## src/rtl/lockstep_pkg.sv

```systemverilog
// lockstep_pkg: shared types, group indices and compare helper for the lockstep checker
package lockstep_pkg;

    typedef enum logic [2:0] {
        IDLE,
        WARMUP,
        CHECK,
        ERROR,
        HALT
    } state_t;

    localparam int G0_INSTR = 0;
    localparam int G1_DCTRL = 1;
    localparam int G2_DDATA = 2;
    localparam int G3_BUSY  = 3;

    typedef struct packed {
        logic        instr_req;
        logic [31:0] instr_addr;
        logic        data_req;
        logic        data_we;
        logic [3:0]  data_be;
        logic [31:0] data_addr;
        logic [31:0] data_wdata;
        logic        core_busy;
    } core_bundle_t;

    function automatic logic [3:0] diff_groups(core_bundle_t a, core_bundle_t b);
        logic both_i;
        logic both_d;
        logic both_w;
        both_i = a.instr_req & b.instr_req;
        both_d = a.data_req & b.data_req;
        both_w = both_d & a.data_we & b.data_we;
        diff_groups = '0;
        diff_groups[G0_INSTR] = (a.instr_req != b.instr_req) | (both_i & (a.instr_addr != b.instr_addr));
        diff_groups[G1_DCTRL] = (a.data_req != b.data_req) | (both_d & ((a.data_we != b.data_we) | (a.data_be != b.data_be)));
        diff_groups[G2_DDATA] = (both_d & (a.data_addr != b.data_addr)) | (both_w & (a.data_wdata != b.data_wdata));
        diff_groups[G3_BUSY]  = a.core_busy != b.core_busy;
    endfunction

endpackage

```

## src/rtl/lockstep_delay_line.sv

```systemverilog
// lockstep_delay_line: DELAY-stage register line for the leading core's bundle
module lockstep_delay_line
    import lockstep_pkg::*;
#(
    parameter int DELAY = 2
) (
    input  logic         clk,
    input  logic         rst,
    input  core_bundle_t d_i,
    output core_bundle_t q_o
);

    if (DELAY == 0) begin : g_bypass
        assign q_o = d_i;
    end else begin : g_pipe
        core_bundle_t pipe_q [DELAY];
        // shift the bundle one stage per cycle, cleared on reset
        always_ff @(posedge clk or posedge rst) begin
            if (rst) begin
                for (int i = 0; i < DELAY; i++) pipe_q[i] <= '0;
            end else begin
                pipe_q[0] <= d_i;
                for (int i = 1; i < DELAY; i++) pipe_q[i] <= pipe_q[i-1];
            end
        end
        assign q_o = pipe_q[DELAY-1];
    end

endmodule

```

## config.mk

```make
export PLATFORM = sky130hd
export DESIGN_NAME = lockstep_delay_line
export DESIGN_NICKNAME = d
export VERILOG_FILES = /design/src/rtl/lockstep_pkg.sv /design/src/rtl/lockstep_delay_line.sv
export SDC_FILE = /design/constraint.sdc
export NUM_CORES = 1
export LEC_CHECK = 0
export BUFFER_PORTS_ARGS = -buffer_cell sky130_fd_sc_hd__buf_4
export CAP_MARGIN = 10
export CORE_AREA = 5 5 122 124
export DETAILED_ROUTE_END_ITERATION = 7
export DIE_AREA = 0 0 127 129
export PLACE_DENSITY = 0.69
export SYNTH_ARGS = -nofsm -noshare
export SYNTH_HDL_FRONTEND = slang
export SYNTH_SLANG_ARGS = --single-unit
```

## constraint.sdc

```tcl
create_clock -name clk -period 11.9 [get_ports clk]
set_input_delay 2.38 -clock clk [delete_from_list [all_inputs] [get_ports clk]]
set_output_delay 2.38 -clock clk [all_outputs]
set_load 0.01 [all_outputs]
```

==> impl_results.md, run 1 <==
- CP Class: input port to async pin
- # Post-CTS Setup Buffers: 0
- Final worst-path cycle share: 0.3014
- Clk root buf: clkbuf_16
- Status: complete, no violations
- Antenna diodes: 0
- Skew-Pair Late Insertion Delay: 0.47 ns
- Final WL: 9898 um
- Combinational share of power: 0.055
- Wire length of the first global-routing pass: 15360 um
- Leak Pwr: 3.755 nW
- Max FO, Critical Path: 125
- Worst Slack Setup Final: 8.313 ns
- Total negative setup slack: 0 ns
- Switching share of power: 0.2032
- Netlist cell types: 3
- Synth Cell Area: 5989 um^2
- Starting Density: 0.4383
- Unrepaired setup endpoints after global routing: no
- Setup violations, final: 0
- Final #Nets: 548
- # H-tree levels: 1
- CP Launch Type: input port
- Row cnt: 43
- Type of destination of the critical path: async pin
- Pwr/cell area: 186.1 nW/um^2
- Post-layout min period: 3.587 ns
- Sequential cell fraction of total power: 0.529
- Max-cap violations: 0
- CTS tree: done
- Placeable Area: 13670 um^2
- Clk pwr share: 0.416
- Total Power: 0.001424 W
- Commonest non-fill, non-tap cell in the layout: buf_4
- Via count: 2461
- Yosys top cell by area: dfrtp_1
- Drt drc: 0
- Net Switching: 0.0002894 W
- Most frequent cells in the layout: buf_4 (210), dfrtp_1 (208), clkbuf_16 (21)
- Critical Path AT: 4.04 ns
- Fill cells: 1096
- Synth top area share: 0.8690
- Yosys warning count: 0
- Layout cells sized above 1: 0.5341
- Synth area leaders: dfrtp_1 (87%), buf_4 (13%), inv_1 (0.063%)
- Worst vdd ir: 0.0001053 V
- Hold Crit Class: flop to flop
- CTS Sinks: 208
- GR Overflow Total: 0
- Max-slew headroom: 0.3449
- Final Hold Violating Endpoints: 0
- Largest net degree at the start of global routing: 126
- Die width: 127 um
- Total GRT Usage: 0.1200
- Pre-antenna DRT Iters: 3
- Syn_nets: 419
- Area of the multi-input gates: 0 um^2
- RePlAce Congestion: 0.7469
- Initial antenna violation count: 0
- Dpl cells: 599
- CTS Buf Count: 21
- Die ar.: 16380 um^2
- Syn_area_per_cell: 19.14 um^2
- Pint: 0.001135 W
- Multi-input combinational gate total: 0
- Worst clock skew: 0.005471 ns
- Die H: 129 um
- Number of synthesized register bits: 208
- DRT iter0 DRCs: 126
- Detail Route Antenna Nets: 0
- Clock Tree Buf Depth: 3
- Seq/Total Area, Yosys: 0.8690
- Worst-path clk slew: 0.06 ns
- Resized cells post-CTS: 0
- Number of global-route vias before repair: 2814
- Worst Path Required: 12.35 ns
- Pre-CTS WS: 7.707 ns
- Non-Filler Instances: 635
- Detailed-route wire length per cell: 15.59 um
- Slew Limit Fails: 0
- Achievable Freq: 0.2788 GHz
- Slew @ Worst Pin: 0.9826 ns
- Post-synthesis cell count: 313
- Synth-to-Final Area Change: 27.74%
- Via/cell ratio: 3.876
- Port bufs: 209
- Cts-stage hold buffer count: 0
- Num ports: 210
-- stage by stage --
| stage | hold WS, ns | utilization | area, um^2 |
|---|---|---|---|
| 5_1_grt | 0.3498 | 0.5599 | 7651 |
| 6_report | 0.3411 | 0.5599 | 7651 |
| 2_1_floorplan | 0.3312 | - | 5989 |
| 4_1_cts | 0.3467 | 0.5599 | 7651 |
| 3_3_place_gp | 0.3312 | 0.5136 | 7018 |
| 3_5_place_dp | 0.3347 | 0.5136 | 7018 |
-- registers in the layout (all words and copies together) (netlist names) --
signal         cells
g_pipe.pipe_q    104
q_o              104
-- worst max-delay path, stage by stage --
cell and delay, ns:
buf_4 0.13, inv_8 0.51, buf_4 0.88
-- power by group through the flow --
stage / combinational [W] / sequential (W) / clock (W)
4_1_cts: 0.0000814 / 0.000754 / 0.000608
2_1_floorplan: 0.0000458 / 0.000763 / 0
6_report: 0.0000786 / 0.000753 / 0.000592
3_3_place_gp: 0.0000799 / 0.000765 / 0
5_1_grt: 0.0000869 / 0.000756 / 0.000641
3_5_place_dp: 0.0000812 / 0.000766 / 0
-- kinds of logic after synthesis --
kind of cell / Yosys count / share of synthesized area
buffers and inverters: 105 / 0.1310
DFF: 208 / 0.8690
-- cell usage after synthesis, drive strengths merged --
master / count
buf: 104
dfrtp: 208
inv: 1
-- final cells by class --
type | count | area, um^2 | share of cell area
sequential | 208 | 5205 | 0.6803
tap | 180 | 225.2 | 0.02944
timing repair buffer | 210 | 1577 | 0.2061
clock buffer | 29 | 595.6 | 0.07784
inverter | 1 | 11.26 | 0.001472
clock inverter | 7 | 37.54 | 0.004906
-- per-layer routing --
| metal | track usage | up-vias | routed length (um) |
|---|---|---|---|
| li1 | - | 1105 | - |
| met1 | 0.1513 | 1198 | 3642 |
| met2 | 0.1874 | 140 | 4792 |
| met3 | 0.05812 | 18 | 1300 |
| met4 | 0.03344 | 0 | 162 |
| met5 | 0 | - | 0 |
-- worst paths after layout --
path	from	endpoint	slack, ns	cells past startpoint
worst min register to register	g_pipe.pipe_q[186]	q_o[82]	0.34	0
worst min-delay path	g_pipe.pipe_q[186]	q_o[82]	0.34	0
worst max-delay path	rst	g_pipe.pipe_q[136]	8.31	3
worst max register to register	g_pipe.pipe_q[122]	q_o[18]	11.41	0
max in group clk	q_o[50]	q_o[50]	8.51	1
min in group asynchronous	rst	g_pipe.pipe_q[126]	2.03	2
Note: power is estimated with default switching activity, not from simulation.
==> run 2: changes to the inputs <==
- CORE_AREA: 5 5 122 124 -> 5 5 123 125
- DIE_AREA: 0 0 127 129 -> 0 0 128 130
- PLACE_DENSITY: 0.69 -> 0.71
- clock period: 11.9 -> 3 ns (I/O delays scaled with it)
==> impl_results.md, run 2 (synthesized netlist as in run 1, its figures left out) <==
- Status: complete, no violations
- CTS Buf Count: 21
- Achievable Freq: 0.6279 GHz
- Starting Density: 0.4349
- R2r setup slk: 2.51 ns
- Cts-stage hold buffer count: 0
- Skew-Pair Late Insertion Delay: 0.47 ns
- Area of the multi-input gates: 0 um^2
- Via count: 2518
- Non-Filler Cell Area, Final: 7697 um^2
- Setup violations, final: 0
- Post-layout min period: 1.593 ns
- Final worst-path cycle share: 0.5309
- Final Hold Violating Endpoints: 0
- CP top delay family: flip-flops
- Worst Setup SP: q_o[31]
- Max-cap violations: 0
- Slew @ Worst Pin: 0.6708 ns
- WP depth: 1
- Worst setup path endpoint: q_o[31]
- Multi-input combinational gate total: 0
- CTS Sinks: 208
- Worst clock skew: 0.005310 ns
- Layout cells sized above 1: 0.5274
- Wire length of the first global-routing pass: 15410 um
- Cell Chain, Critical Path: buf_4
- Worst Hold Launch: d_i[65]
- Post-placement cell area: 7047 um^2
- Antenna diodes: 0
- Critical Path AT: 0.99 ns
- Clk root buf: clkbuf_16
- Detailed-route wire length per cell: 15.28 um
- Placeable Area: 13770 um^2
- Number of global-route vias before repair: 2877
- Worst vdd ir: 0.0003931 V
- # H-tree levels: 1
- CP bufs+invs: 1
- Pre-antenna DRT Iters: 2
- RePlAce Congestion: 0.7175
- CP Launch Type: flop
- Reg2reg start: g_pipe.pipe_q[198]
- Worst-path clk slew: 0.06 ns
- Detail Route Antenna Nets: 0
- Die H: 130 um
- Most frequent cells in the layout: buf_4 (209), dfrtp_1 (208), clkbuf_16 (21)
- Synth-to-Final Area Change: 28.51%
- Num ports: 210
- Initial antenna violation count: 1
- Unrepaired setup endpoints after global routing: no
- Total negative setup slack: 0 ns
- Drt drc: 0
- Clock Tree Buf Depth: 3
- Die width: 128 um
- CP max stage delay: 0.38 ns
- Total GRT Usage: 0.1187
- Final #Nets: 550
- Hold Crit Class: input port to flop
- Slowest cell on crit path: dfrtp_1
- Commonest non-fill, non-tap cell in the layout: buf_4
- Final WL: 9736 um
- Resized cells post-CTS: 0
- Type of destination of the critical path: output pin
- CTS tree: done
- R2R depth: 0
- Die ar.: 16640 um^2
- CP Class: flop to output pin
- Leak Pwr: 3.763 nW
- Largest net degree at the start of global routing: 134
- Via/cell ratio: 3.953
- DRT iter0 DRCs: 77
- Max FO, Critical Path: 1
- Worst reg2reg endpoint: q_o[94]
- Worst Path Required: 2.40 ns
- Slew Limit Fails: 0
- Fill cells: 1122
- GR Overflow Total: 0
- Row cnt: 43
- # Post-CTS Setup Buffers: 0
- Port bufs: 209
- Dpl hpwl: 7068 um
- Max-slew headroom: 0.5528
- Pwr/cell area: 736.2 nW/um^2
- Register area: 5205 um^2
## run 2: layout make-up
class                 instances  area share
clock buffer                 30     0.07526
timing repair buffer        212      0.2103
inverter                      1   0.0009753
tap                         180     0.02926
clock inverter                6    0.007965
sequential                  208      0.6762
## run 2: through the flow
step | utilization | power [W] | std cells | setup slack (ns) | hold WS (ns)
2_1_floorplan | - | 0.003208 | 313 | -0.3002 | 0.3312
4_1_cts | 0.5581 | 0.005764 | 636 | 1.375 | 0.001597
6_report | 0.5589 | 0.005667 | 637 | 1.407 | 0.2331
3_3_place_gp | 0.5116 | 0.003354 | 600 | 1.648 | 0.3311
5_1_grt | 0.5589 | 0.005921 | 637 | 1.354 | 0.1999
3_5_place_dp | 0.5116 | 0.003367 | 600 | 1.608 | 0.3347
## run 2: worst min-delay path by stage
stage                    endpoint  slack [ns]  cells after the start
2_1_floorplan              q_o[0]        0.33                      0
6_report       g_pipe.pipe_q[169]        0.23                      1
3_3_place_gp              q_o[92]        0.33                      0
3_5_place_dp              q_o[11]        0.33                      0
4_1_cts        g_pipe.pipe_q[145]       0.002                      2
5_1_grt        g_pipe.pipe_q[170]        0.20                      1
## run 2: layer usage
layer	up-vias	GRT usage	wire length [um]
met3	27	0.05976	1352
met4	2	0.04182	240
met1	1237	0.1429	3411
met5	-	0	13
met2	141	0.1867	4717
li1	1111	-	-
## run 2: where the power goes
| part | leakage (nW) | internal [W] | switching [W] | total [W] |
|---|---|---|---|---|
| sequential | 2.42 | 0.00295 | 0.0000404 | 0.00299 |
| combinational | 1.03 | 0.000177 | 0.000140 | 0.000317 |
| clock | 0.312 | 0.00143 | 0.000935 | 0.00236 |
| total | 3.76 | 0.00455 | 0.00111 | 0.00567 |
